`src/rtl/mips32_fetch_queue.sv`:
```
// Instruction-fetch front end: credit-limited word fetch into an in-order
// {IR, NPC} queue, with branch-redirect flush and stop-on-HLT.
module mips32_fetch_queue #(
    parameter int                ADDR_W   = 10,
    parameter int                DEPTH    = 4,
    parameter logic [ADDR_W-1:0] RESET_PC = '0
) (
    input  logic              clk1,
    input  logic              rst_n,
    output logic              imem_req_valid,
    input  logic              imem_req_ready,
    output logic [ADDR_W-1:0] imem_req_addr,
    input  logic              imem_rsp_valid,
    input  logic [31:0]       imem_rsp_data,
    input  logic              redirect_valid,
    input  logic [ADDR_W-1:0] redirect_pc,
    output logic              if_valid,
    input  logic              if_ready,
    output logic [31:0]       if_ir,
    output logic [31:0]       if_npc,
    output logic              halted
);

    localparam int PTR_W = $clog2(DEPTH);
    localparam int CNT_W = $clog2(DEPTH + 1);

    logic [ADDR_W-1:0] pc_q, pc_d;
    logic [CNT_W-1:0]  outs_q, outs_d;
    logic [CNT_W-1:0]  drop_q, drop_d;
    logic [CNT_W-1:0]  occ_q, occ_d;
    logic              halted_q, halted_d;
    logic [PTR_W-1:0]  head_q, head_d, tail_q, tail_d;
    logic [PTR_W-1:0]  tag_wr_q, tag_wr_d, tag_rd_q, tag_rd_d;

    logic [31:0]       ir_mem_q   [DEPTH];
    logic [ADDR_W-1:0] addr_mem_q [DEPTH];
    logic [ADDR_W-1:0] tag_mem_q  [DEPTH];

    logic accept, pop, q_push, is_hlt;

    // Combined queue + in-flight credit guarantees every response a free slot.
    assign imem_req_valid = rst_n && !halted_q && !redirect_valid &&
                            (({1'b0, occ_q} + {1'b0, outs_q}) < (CNT_W+1)'(DEPTH));
    assign imem_req_addr  = pc_q;
    assign accept         = imem_req_valid && imem_req_ready;
    assign if_valid       = (occ_q != '0);
    assign pop            = if_valid && if_ready && !redirect_valid;
    assign is_hlt         = (imem_rsp_data[31:26] == 6'b111111);
    assign halted         = halted_q;
    assign if_ir          = if_valid ? ir_mem_q[head_q] : '0;
    assign if_npc         = if_valid ? (32'(addr_mem_q[head_q]) + 32'd1) : '0;

    always_comb begin
        // NOTE: every next-state signal gets its default first so no path infers a latch.
        pc_d     = pc_q;
        outs_d   = outs_q;
        drop_d   = drop_q;
        occ_d    = occ_q;
        halted_d = halted_q;
        head_d   = head_q;
        tail_d   = tail_q;
        tag_wr_d = tag_wr_q;
        tag_rd_d = tag_rd_q;
        q_push   = 1'b0;

        if (accept) begin
            pc_d     = pc_q + ADDR_W'(1);
            tag_wr_d = tag_wr_q + PTR_W'(1);
        end
        if (imem_rsp_valid) begin
            tag_rd_d = tag_rd_q + PTR_W'(1);
        end
        case ({accept, imem_rsp_valid})
            2'b10:   outs_d = outs_q + CNT_W'(1);
            2'b01:   outs_d = outs_q - CNT_W'(1);
            default: outs_d = outs_q;
        endcase

        if (redirect_valid) begin
            // Everything still in flight after this cycle belongs to the old path.
            pc_d     = redirect_pc;
            halted_d = 1'b0;
            occ_d    = '0;
            head_d   = '0;
            tail_d   = '0;
            drop_d   = outs_d;
        end else begin
            if (imem_rsp_valid) begin
                if (drop_q != '0) begin
                    drop_d = drop_q - CNT_W'(1);
                end else begin
                    q_push = 1'b1;
                    tail_d = tail_q + PTR_W'(1);
                    if (is_hlt) halted_d = 1'b1;
                end
            end
            if (pop) head_d = head_q + PTR_W'(1);
            case ({q_push, pop})
                2'b10:   occ_d = occ_q + CNT_W'(1);
                2'b01:   occ_d = occ_q - CNT_W'(1);
                default: occ_d = occ_q;
            endcase
        end
    end

    always_ff @(posedge clk1 or negedge rst_n) begin
        if (!rst_n) begin
            pc_q     <= RESET_PC;
            outs_q   <= '0;
            drop_q   <= '0;
            occ_q    <= '0;
            halted_q <= 1'b0;
            head_q   <= '0;
            tail_q   <= '0;
            tag_wr_q <= '0;
            tag_rd_q <= '0;
        end else begin
            pc_q     <= pc_d;
            outs_q   <= outs_d;
            drop_q   <= drop_d;
            occ_q    <= occ_d;
            halted_q <= halted_d;
            head_q   <= head_d;
            tail_q   <= tail_d;
            tag_wr_q <= tag_wr_d;
            tag_rd_q <= tag_rd_d;
        end
    end

    // NOTE: storage arrays are not reset; outputs are masked by occupancy instead.
    always_ff @(posedge clk1) begin
        if (accept) begin
            tag_mem_q[tag_wr_q] <= pc_q;
        end
        if (q_push) begin
            ir_mem_q[tail_q]   <= imem_rsp_data;
            addr_mem_q[tail_q] <= tag_mem_q[tag_rd_q];
        end
    end

endmodule

```
`config.mk`:
```
export PLATFORM = sky130hd
export DESIGN_NAME = mips32_fetch_queue
export DESIGN_NICKNAME = d
export VERILOG_FILES = /design/src/rtl/mips32_fetch_queue.sv
export SDC_FILE = /design/constraint.sdc
export NUM_CORES = 1
export LEC_CHECK = 0
export CORE_MARGIN = 8
export CORE_UTILIZATION = 55
export CTS_CLUSTER_SIZE = 16
export DETAILED_ROUTE_END_ITERATION = 8
export PLACE_DENSITY = 0.87
export REMOVE_ABC_BUFFERS = 1
export SLEW_MARGIN = 20
export SYNTH_ARGS = -nofsm -noshare
export SYNTH_HDL_FRONTEND = slang
export SYNTH_SLANG_ARGS = --single-unit
```
`constraint.sdc`:
```
create_clock -name clk1 -period 8 [get_ports clk1]
set_clock_uncertainty 0.05 [all_clocks]
set_input_delay 0.8 -clock clk1 [delete_from_list [all_inputs] [get_ports clk1]]
set_output_delay 0.8 -clock clk1 [all_outputs]
set_load 0.1 [all_outputs]
```
==> metrics.txt <==
clock sinks=between 200 and 250; startpoint types=flop; Reg2Reg Depth=10; power per cell area=400.1 mW/mm²; sequential area share after synthesis=0.7090; commonest non-fill, non-tap cell in the layout=edfxtp_1; Max-cap violations=0; clk_lat worst skew=a little under 0.5 ns; WL final=about 19 mm; synthesized flop and latch total=between 200 and 250; Root Buffer Master=clkbuf_16; Max Freq=between 0.15 and 0.2 GHz; RSZ-0062 raised after global routing=no; die area=approximately 0.022 mm²; TritonCTS Buffers=24; number of flops mapped to enable cells by yosys=~210; Max H-tree Level=1; CP max stage cell=clkdlybuf4s50_1; number of fill cells in the layout=roughly 1100; CP max stage delay=1.18 ns; CP arrival=approximately 4.5 ns; Synth Flop Type=edfxtp_1; max layer used=met4; top-area cell type share of the netlist area=0.6375; wire length per cell=22.00 µm; worst vdd ir=0.3231 mV; HP Class=flop to flop; Final Max Slew Viols=0; DRC errors left=0; register area=0.006949 mm²; via/cell ratio=5.815; r2r setup slk=4.48 ns; hold_sp=outs_q[2]; core area=approximately 0.018 mm²; final hold violations=0; endpoint type of the worst setup path=primary output; GPL Wtd Cong=between 0.8 and 0.9; row cnt=49; Syn Area/Cell=roughly 19 µm²; metal3 WL=1.226 mm; Worst Hold Depth=1; Final Setup Violations=0; number of nets in the layout=704; Worst Hold End=outs_q[2]; share of layout cells above drive strength 1=0.1479; Post-Syn Instances=529; routed via count=approximately 5000; worst path buffer plus inverter count=2; dpl hpwl=between 10 and 15 mm; clk buf depth=3; First-pass DRT Iterations=5; area of the multi-input gates=~0.0026 mm²; Iteration-0 DRC Markers=roughly 330; vias in the first global route=5471; Antenna diodes=0; I/O Buffers=around 100; outcome=finished clean; grt ovf=0; dominant cell type by area after synthesis=edfxtp_1; Post-CTS Resized=0; setup bufs post-CTS=0; CP Class=flop to primary output; final worst path period share=0.6686; global-route wire length before repair=just over 30 mm; met2 wire len=9.930 mm; crit path max fanout=25; die height=approximately 150 µm; Slew HR=0.2856; Area contributors post-synth=edfxtp_1 64%, mux4_2 10%, dfrtp_1 7.2%, and2_1 2.8%, ha_1 1.9%; Synth Warn #=0; commonest cells after routing, fill and taps aside=208 x edfxtp_1, 103 x clkdlybuf4s50_1, 45 x mux4_2; Syn Std Cell Area=0.009798 mm²; WHS=around 0.46 ns; CP Cell Sequence=buf_4 > mux4_1 > nand3_2 > or4_1 > a21oi_1 > clkdlybuf4s50_1; P&R area growth vs syn=20.20%; CTS tree=done; worst r2r src=occ_q[2]; post-synth cell types=between 40 and 50; P_leak=~4 nW; setup_tns=0 ns; end of the worst register-to-register path=drop_q[2]; worst slew pin tran=roughly 1.1 ns; Post-synth ARST share=0.1186; clock-pin slew on the worst setup and hold paths=about 0.060 ns; Ports=125; initial core utilization=0.5530; GRT Total Usage=0.1748; initial antenna violation count=0; crit-path leading delay family=buffers and inverters; pin count of the biggest net entering global routing=44; CP required=7.15 ns; minimum clock period=about 5.3 ns; Post-Route M1 WL=8.056 mm; hold buffers post-CTS=0; DRT antenna net count=0; width of the die=around 150 µm
==> cell type report <==
| class | count | share of cell area |
|---|---|---|
| multi-input combinational | 261 | 0.2227 |
| tap | 229 | 0.02433 |
| clock buffer | 31 | 0.05673 |
| inverter | 10 | 0.003187 |
| sequential | 236 | 0.5900 |
| timing repair buffer | 106 | 0.08945 |
| clock inverter | 12 | 0.01360 |
==> how the worst max path moves through the flow <==
stage / from / depth (start not counted) / to
global placement: head_q[0] / 7 / if_npc[6]
CTS: head_q[0] / 6 / if_npc[7]
detailed placement: head_q[0] / 6 / if_npc[7]
finish: head_q[0] / 6 / if_npc[7]
floorplan: head_q[0] / 4 / if_npc[10]
global route: head_q[0] / 6 / if_npc[7]
==> flip-flops by register name, indices dropped and copies added (netlist names) <==
register	count
ir_mem_q	128
tail_q	2
head_q	2
tag_rd_q	2
outs_q	3
tag_wr_q	2
addr_mem_q	40
imem_req_addr	10
tag_mem_q	40
drop_q	3
occ_q	3
halted	1
==> synth_stat cells, types with 3 or more instances <==
library cell	number
xnor2_1	9
edfxtp_1	208
mux4_2	45
nand3_1	9
nand4_1	4
mux2_2	3
xor2_1	6
nor2_1	15
o21ai_0	8
a21o_1	6
and3_1	5
dfrtp_1	28
inv_1	9
a21oi_1	6
a221o_1	8
clkbuf_1	10
nand2_1	10
o31ai_1	3
buf_2	7
ha_1	15
nor3_1	11
buf_4	21
mux4_1	7
and2_1	44
==> cells by family after synthesis <==
logic type | Yosys count | share of synthesized area
XOR/XNOR | 15 | 0.01341
flip-flops | 236 | 0.7090
multiplexers | 57 | 0.1277
AO/OA/AOI/OAI | 37 | 0.02720
adder cells (fa/ha/maj) | 17 | 0.02324
buffers and inverters | 52 | 0.03205
AND/OR/NAND/NOR | 114 | 0.06704
other | 1 | 0.0003827
==> metal layers <==
metal,vias to the layer above,GRT usage
li1,2275,-
met1,2635,0.2267
met4,0,0.03685
met5,-,0
met2,208,0.3025
met3,28,0.03236
==> worst register-to-register path, stage by stage (launching register included) <==
cell,delay (ns)
dfrtp_1,0.45
ha_1,0.30
nor4b_1,0.44
and4_1,0.64
inv_2,0.22
ha_1,0.28
fa_1,0.38
xnor2_1,0.16
nor2_1,0.07
xor2_1,0.15
mux2_2,0.27
==> per-stage QoR <==
stage	total power [W]	instances	setup slack [ns]	area, µm²	util
after floorplan	0.003118	507	2.530	9597	-
after global placement	0.003538	842	3.382	10940	0.6177
after detailed placement	0.003592	842	3.217	10940	0.6177
after CTS	0.004744	885	2.628	11770	0.6644
after global routing	0.004885	885	2.440	11780	0.6647
final	0.004712	885	2.651	11780	0.6647
==> where the power goes <==
group / internal (W) / switching, W / total (W)
clock network: 0.000716 / 0.000431 / 0.00115
logic: 0.000568 / 0.00141 / 0.00197
registers: 0.00146 / 0.000128 / 0.00159
No activity file was read; power rests on OpenSTA's default activity.
